`src/rtl/divider.sv`:
```
// Sequential unsigned restoring divider: one quotient bit per clock, MSB first.
// result = {remainder, quotient}; validity flags a completed division until the opcode is dropped.
module divider #(
  parameter int unsigned WIDTH  = 16,
  parameter logic [3:0]  DIV_OP = 4'b1001
) (
  input  logic                 clk,
  input  logic                 rst_n,
  input  logic [3:0]           mycontrol,
  input  logic [WIDTH-1:0]     dividend,
  input  logic [WIDTH-1:0]     divisor,
  output logic                 validity,
  output logic [2*WIDTH-1:0]   result
);

  localparam int unsigned      CNT_W = $clog2(WIDTH) + 1;
  localparam logic [CNT_W-1:0] LAST  = CNT_W'(WIDTH - 1);

  typedef enum logic [1:0] {
    IDLE = 2'd0,
    RUN  = 2'd1,
    DONE = 2'd2
  } state_t;

  state_t             r_state;
  logic [WIDTH-1:0]   r_dvd;   // dividend bits shift out the top, quotient bits shift in the bottom
  logic [WIDTH-1:0]   r_dvs;
  logic [WIDTH-1:0]   r_rem;
  logic [CNT_W-1:0]   r_cnt;

  logic               w_start;
  logic [WIDTH:0]     w_shift;
  logic [WIDTH:0]     w_diff;
  logic               w_qbit;
  logic [WIDTH-1:0]   w_rem_nxt;
  logic [WIDTH-1:0]   w_quo_nxt;

  // One restoring step; the partial remainder stays below the divisor so WIDTH+1 bits suffice.
  assign w_start   = (mycontrol == DIV_OP);
  assign w_shift   = {r_rem, r_dvd[WIDTH-1]};
  assign w_diff    = w_shift - {1'b0, r_dvs};
  assign w_qbit    = ~w_diff[WIDTH];
  assign w_rem_nxt = w_qbit ? w_diff[WIDTH-1:0] : w_shift[WIDTH-1:0];
  assign w_quo_nxt = {r_dvd[WIDTH-2:0], w_qbit};

  always_ff @(posedge clk) begin
    if (!rst_n) begin
      r_state  <= IDLE;
      r_dvd    <= '0;
      r_dvs    <= '0;
      r_rem    <= '0;
      r_cnt    <= '0;
      validity <= 1'b0;
      result   <= '0;
    end else begin
      case (r_state)
        IDLE: begin
          validity <= 1'b0;
          if (w_start) begin
            r_dvd <= dividend;
            r_dvs <= divisor;
            r_rem <= '0;
            r_cnt <= '0;
            if (divisor == '0) begin
              // Divide by zero completes immediately: all-ones quotient, dividend as remainder.
              result   <= {dividend, {WIDTH{1'b1}}};
              validity <= 1'b1;
              r_state  <= DONE;
            end else begin
              r_state <= RUN;
            end
          end
        end

        RUN: begin
          r_rem <= w_rem_nxt;
          r_dvd <= w_quo_nxt;
          r_cnt <= r_cnt + CNT_W'(1);
          if (r_cnt == LAST) begin
            result   <= {w_rem_nxt, w_quo_nxt};
            validity <= 1'b1;
            r_state  <= DONE;
          end
        end

        DONE: begin
          // A held opcode parks here so it cannot retrigger.
          if (!w_start) begin
            validity <= 1'b0;
            r_state  <= IDLE;
          end
        end

        default: begin
          validity <= 1'b0;
          r_state  <= IDLE;
        end
      endcase
    end
  end

endmodule

```
`config.mk`:
```
export PLATFORM = sky130hd
export DESIGN_NAME = divider
export DESIGN_NICKNAME = d
export VERILOG_FILES = /design/src/rtl/divider.sv
export SDC_FILE = /design/constraint.sdc
export NUM_CORES = 1
export LEC_CHECK = 0
export ABC_AREA = 1
export CAP_MARGIN = 20
export CELL_PAD_IN_SITES_DETAIL_PLACEMENT = 0
export CELL_PAD_IN_SITES_GLOBAL_PLACEMENT = 1
export CORE_MARGIN = 2
export CORE_UTILIZATION = 42
export CTS_CLUSTER_DIAMETER = 100
export DETAILED_ROUTE_END_ITERATION = 16
export GPL_TIMING_DRIVEN = 1
export PLACE_DENSITY = 0.92
export SLEW_MARGIN = 20
export SYNTH_ARGS = -nofsm -noshare
export SYNTH_HDL_FRONTEND = slang
export SYNTH_SLANG_ARGS = --single-unit
```
`constraint.sdc`:
```
create_clock -name clk -period 3.5 [get_ports clk]
set_input_delay 0.7 -clock clk [delete_from_list [all_inputs] [get_ports clk]]
set_output_delay 0.7 -clock clk [all_outputs]
set_load 0.02 [all_outputs]
```
==> results.toml, run 1 <==
[route]
ant_nets = 0
wl_per_cell_um = 14.22
drt-pass1-iter-count = 5
vias = 4836
drc = 0
drt_iter0_markers = 327
drt-total-wl_um = 13630
drt-vias-per-instance = 5.048

[die]
die_area_um2 = 12980
rows = 40
core_region_area_um2 = 11910
initial_core_util_pct = 42.59
die_x_um = 113.9
io_pins = 71
die_h_um = 113.9

[hold_path]
holdCritStartpoint = "result[1]$_SDFFE_PN0P_"
min_path_cells = 2
min_path_type = "reg2reg"
min_to = "result[1]$_SDFFE_PN0P_"

[yosys]
synthCells = 752
synth_area_per_cell_um2 = 6.747
synth_top_cell_by_area = "dfxtp_1"
yosys_warnings = 0
synth.ff_latch_count = 88
netlist_area_um2 = 5074
syn_nets = 809
ys_seq_area_share_pct = 34.72
synth_area_leaders = "dfxtp_1 (35%), nand2_1 (15%), inv_1 (7.5%)"
ys_types = 36
synth_top_area_share_pct = 34.72

[clock_network]
cts_sinks = 88
cts_resized = 0
cts_setup_buffers = 0
insertion_delay_ns = 0.35
cts_buffer_depth = 2
cts_tree = "built"
cts-root-buf = "clkbuf_16"
holdBufCountCts = 0
cts_buffers = 9
path_clk_slew_ns = 0.07
h-tree-depth = 3

[power]
power_density_nw_per_um2 = 615.4
ir_drop_mv = 0.3291
combPwrFrac_pct = 39.9
swShare_pct = 39.63
p_leak_nw = 2.793
p_sw_mw = 1.502
p_int_mw = 2.288
seq_power_share_pct = 30.7
pwr-share-clk_pct = 29.4

[final_layout]
design_area_um2 = 6158
drive_above_1_share_pct = 8.878
area_delta_synth_final_pct = 21.38
diodes = 0
nNetsFinal = 864

[critical_path]
cp_num_buf_inv = 3
r2r_slack_ns = 1.19
r2r_end = "result[18]$_SDFFE_PN0P_"
crit_type = "in2reg"
worstPathArrival_ns = 2.62
crit_cells = 11
slowest_delay_ns = 0.45
critical_path.cell_chain = "clkdlybuf4s50_1 > nand2_1 > nor3_2 > nand2_1 > nand2_2 > nand3_4 > buf_4 > a21oi_1 > nand3_1 > nand2_1 > inv_1"
crit_path_max_fanout = 33
crit_path_frequent_cell = "nand2_1"
ff2ff_path_depth = 15
cp-end-kind = "flop"
crit_slowest_cell = "clkdlybuf4s50_1"
cp_top_family = "simple AND/OR/NAND/NOR gates"
start_kind = "input port"
r2r-start = "r_dvd[15]$_SDFFE_PN0P_"
required_ns = 3.75

[sta]
fin_setup_tns_ns = 0
min_period_over_period_pct = 67.64
fmax_mhz = 422.4
maxSlewHeadroom_pct = 51.24
maxSlewViolCount = 0
setup_viol = 0
hold_viol_final = 0
period_needed_ns = 2.367
holdWs_ns = 0.4679
fin_skew_ns = 0.005879
tightest_slew_ns = 0.7306
rsz0062_at_grt = "false"

[grt]
gr-total-overflow = 0
grt_pass1_vias = 4543
grt_max_degree = 55
grt_first_pass_wirelength_um = 22090
track_usage_pct = 21.53
antenna_found_initial = 0

[place]
placed_area_um2 = 5817
port_buffers = 70
gp_congestion = 0.8812
hpwl_um = 10200

[job]
max_cap_viol_count = 0

[run_status]
status = "finished, final reports clean"
-- synthesized netlist by cell type (all sizes together) --
| library cell | n |
|---|---|
| nand2 | 211 |
| o21ai | 47 |
| fa | 1 |
| dfxtp | 88 |
| o22ai | 1 |
| a31oi | 16 |
| or2 | 2 |
| and2 | 4 |
| nor3 | 1 |
| nand4 | 4 |
| nor2 | 61 |
| clkbuf | 14 |
| buf | 21 |
| a21oi | 61 |
| nand3 | 87 |
| ha | 18 |
| xor2 | 7 |
| inv | 107 |
| o211ai | 1 |
-- logic make-up after synthesis --
kind of cell | share of synthesized area [%]
and+or+nand+nor | 34.01
buffers and inverters | 12.03
adders and majority gates | 4.834
DFF | 34.72
AOI/OAI and AO/OA | 13.19
xor gates and xnor gates | 1.208
-- tightest hold or removal path: cells and delay by family, from the launching register on --
kind,cells,cell delay (ns)
compound gates,1,0.05
flops,1,0.31
simple gates,1,0.06
-- layer usage --
metal	vias up	wire length, um	track usage [%]
li1	2506	-	-
met1	2202	6286	27.82
met2	111	6581	37.09
met3	17	554	3.719
met4	0	203	6.098
met5	-	0	0
-- power by group through the flow --
| stage | sequential [mW] | combinational [mW] | clock [mW] |
|---|---|---|---|
| floorplan | 1.18 | 1.27 | 0 |
| finish | 1.16 | 1.51 | 1.11 |
| detailed placement | 1.18 | 1.50 | 0 |
| global route | 1.17 | 1.69 | 1.17 |
| global placement | 1.18 | 1.47 | 0 |
| CTS | 1.16 | 1.50 | 1.13 |
-- worst max path at each step --
stage                                       from                      end  slack, ns
after floorplan           r_dvd[15]$_SDFFE_PN0P_   result[0]$_SDFFE_PN0P_       1.52
after global placement              mycontrol[3]  result[31]$_SDFFE_PN0P_       0.85
after detailed placement            mycontrol[3]  result[31]$_SDFFE_PN0P_       0.80
after CTS                           mycontrol[3]  result[31]$_SDFFE_PN0P_       1.14
after global routing      r_dvd[15]$_SDFFE_PN0P_  result[29]$_SDFFE_PN0P_       0.92
final                               mycontrol[3]  result[31]$_SDFFE_PN0P_       1.13
-- layout make-up --
cell class	instances	area (um2)
multi-input combinational	522	2701
clock inverter	6	116.4
tap	147	183.9
sequential	88	1762
inverter	107	401.6
timing repair buffer	79	768.2
fill	1181	5753
clock buffer	9	225.2
-- state kept, by name (all words and copies together) (netlist names) --
register	count
result	32
r_dvd	16
r_dvs	16
r_rem	16
r_cnt	5
r_state	2
validity	1
-- through the flow --
step,setup WS (ns),instances,utilization (%),power (mW)
detailed placement,0.8020,943,48.83,2.680
CTS,1.141,958,51.70,3.796
floorplan,1.524,752,-,2.454
global route,0.9216,958,51.70,4.029
global placement,0.8498,943,48.83,2.655
finish,1.133,958,51.70,3.790
-- cells in the final DEF (no fill, tap or decap), drive strengths merged --
master / n
bufinv: 3
nor2: 61
fa: 1
o21ai: 47
buf: 9
and2: 4
xor2: 7
nor3: 1
a21oi: 61
ha: 18
clkdlybuf4s50: 70
a31oi: 16
clkbuf: 9
or2: 2
nand2: 211
o22ai: 1
inv: 108
nand3: 87
dfxtp: 88
o211ai: 1
nand4: 4
clkinv: 2
Note: power is estimated with default switching activity, not from simulation.
==> inputs of run 2 (changes only) <==
--- a/config.mk
+++ b/config.mk
@@ -10,11 +10,11 @@
 export CELL_PAD_IN_SITES_DETAIL_PLACEMENT = 0
 export CELL_PAD_IN_SITES_GLOBAL_PLACEMENT = 1
 export CORE_MARGIN = 2
-export CORE_UTILIZATION = 42
+export CORE_UTILIZATION = 39
 export CTS_CLUSTER_DIAMETER = 100
 export DETAILED_ROUTE_END_ITERATION = 16
 export GPL_TIMING_DRIVEN = 1
-export PLACE_DENSITY = 0.92
+export PLACE_DENSITY = 0.87
 export SLEW_MARGIN = 20
 export SYNTH_ARGS = -nofsm -noshare
 export SYNTH_HDL_FRONTEND = slang
==> constraint.sdc (replaced) <==
create_clock -name clk -period 2.3 [get_ports clk]
set_input_delay 0.46 -clock clk [delete_from_list [all_inputs] [get_ports clk]]
set_output_delay 0.46 -clock clk [all_outputs]
set_load 0.02 [all_outputs]
==> run 2 against run 1 <==
Critical endpoint is now result[27]$_SDFFE_PN0P_. Count of clock-buffer cells in the layout grew 1. Sequential share of layout area shrank 0.93 points. Design area grew 3.4%. Register-to-register slack lost 1.1 ns. Largest power group unchanged. Critical path depth grew 6.
==> results.toml, run 2 (synthesized netlist as in run 1, its figures left out) <==
[sta]
fin_ws_ns = 0.1130
fmax_mhz = 457.2
holdWs_ns = 0.4614
hold_viol_final = 0
maxSlewViolCount = 0
period_needed_ns = 2.187
fin_setup_tns_ns = 0
min_period_over_period_pct = 95.09
setup_viol = 0
tightest_slew_ns = 0.6492
maxSlewHeadroom_pct = 56.67
fin_skew_ns = 0.01456

[die]
die_area_um2 = 13940
die_x_um = 118.1
io_pins = 71
initial_core_util_pct = 40.04
core_region_area_um2 = 12670
die_h_um = 118.1
rows = 41

[power]
power_mw = 6.075
ir_drop_mv = 0.6073
swShare_pct = 42.03
power_density_nw_per_um2 = 954.4
p_sw_mw = 2.553
pwr-share-clk_pct = 25.0
seq_power_share_pct = 29.2
p_leak_nw = 2.860
combPwrFrac_pct = 45.8
p_int_mw = 3.521

[critical_path]
crit_type = "reg2reg"
critical_path.cell_chain = "inv_1 > ha_1 > inv_1 > fa_2 > nand2_1 > nand2_2 > nand3_2 > nand2_2 > nand2_4 > nand2_4 > nand2_8 > nand2_4 > buf_4 > nand3_2 > nand3_1 > nand2_1 > inv_1"
crit_path_max_fanout = 5
cp-end-kind = "flop"
start_kind = "flop"
required_ns = 2.55
crit_slowest_cell = "fa_2"
worstPathArrival_ns = 2.44
slowest_delay_ns = 0.35

[final_layout]
largest_reg_flops = 32
design_area_um2 = 6365
fin_cells = 998
final_common_cell = "nand2_1"
drive_above_1_share_pct = 11.62
utilization_pct = 50.23
final_cell_mix = "nand2_1 (198), inv_1 (101), dfxtp_1 (88)"
area_delta_synth_final_pct = 25.45
nNetsFinal = 878
diodes = 0
regMostFlops = "result"

[clock_network]
h-tree-depth = 3
cts_sinks = 88
cts_tree = "built"
path_clk_slew_ns = 0.06
insertion_delay_ns = 0.35
cts_buffers = 9
cts-root-buf = "clkbuf_16"
cts_buffer_depth = 2

[hold_path]
min_path_type = "reg2reg"

[route]
ant_nets = 0
drt_iter0_markers = 269
drt-pass1-iter-count = 5
vias = 4942
drt-vias-per-instance = 4.952
drt-total-wl_um = 13850
wl_per_cell_um = 13.88
drc = 0

[place]
place_ws_ns = -0.1322
port_buffers = 70
dpl.cell_count = 975
gp_congestion = 0.8509
hpwl_um = 10120
placed_area_um2 = 5913

[grt]
grt_first_pass_wirelength_um = 22540
antenna_found_initial = 0
grt_pass1_vias = 4703
grt_max_degree = 47
track_usage_pct = 19.83
gr-total-overflow = 0

[run_status]
status = "finished, final reports clean"

[job]
max_cap_viol_count = 0
==> run 2: path summary, 6_finish.rpt <==
check                         start                 endpoint  slack, ns  cells past startpoint
max reg2reg  r_dvd[15]$_SDFFE_PN0P_  result[27]$_SDFFE_PN0P_       0.11                     17
min          r_dvs[10]$_SDFFE_PN0P_   r_dvs[10]$_SDFFE_PN0P_       0.46                      2
max          r_dvd[15]$_SDFFE_PN0P_  result[27]$_SDFFE_PN0P_       0.11                     17
min reg2reg  r_dvs[10]$_SDFFE_PN0P_   r_dvs[10]$_SDFFE_PN0P_       0.46                      2
==> run 2: power by group through the flow <==
stage	Clock (mW)	Sequential [mW]	Combinational, mW
after CTS	1.56	1.77	2.26
after global routing	1.62	1.79	3.03
after floorplan	0	1.80	1.93
final	1.52	1.77	2.78
after global placement	0	1.80	2.22
after detailed placement	0	1.80	2.25
==> run 2: layout make-up <==
type	count	area (um2)
Clock buffer	10	239.0
Clock inverter	6	66.31
Fill cell	1275	6306
Inverter	107	401.6
Multi-Input combinational cell	525	2818
Sequential cell	88	1762
Tap cell	172	215.2
Timing Repair Buffer	90	863.3
==> run 2: critical path: cells and delay by family (launching register included) <==
kind                     cells  cell delay (ns)
adder cells (fa/ha/maj)      2             0.48
buffers and inverters        4             0.31
flip-flops                   1             0.33
AND/OR/NAND/NOR             11             0.97
==> run 2: what timing repair did <==
| action | CTS | global route |
|---|---|---|
| resized for setup | 0 | 17 |
| hold endpoints to repair | 0 | 0 |
| setup endpoints to repair | 0 | 30 |
| buffers inserted | 0 | 4 |
| hold buffers | 0 | 0 |
==> run 2: metal layers <==
metal  routed length [um]  GRT usage, %
met5                    0             0
met4                  134         5.723
met3                  610         3.585
met2                 6677         34.03
met1                 6426         25.31
==> inputs of run 3 (changes only) <==
--- a/config.mk
+++ b/config.mk
@@ -15,7 +15,6 @@
 export DETAILED_ROUTE_END_ITERATION = 16
 export GPL_TIMING_DRIVEN = 1
 export PLACE_DENSITY = 0.87
-export SLEW_MARGIN = 20
 export SYNTH_ARGS = -nofsm -noshare
 export SYNTH_HDL_FRONTEND = slang
 export SYNTH_SLANG_ARGS = --single-unit
==> results of run 3 <==
The final DEF is identical to that of run 2; final timing and power are the same.
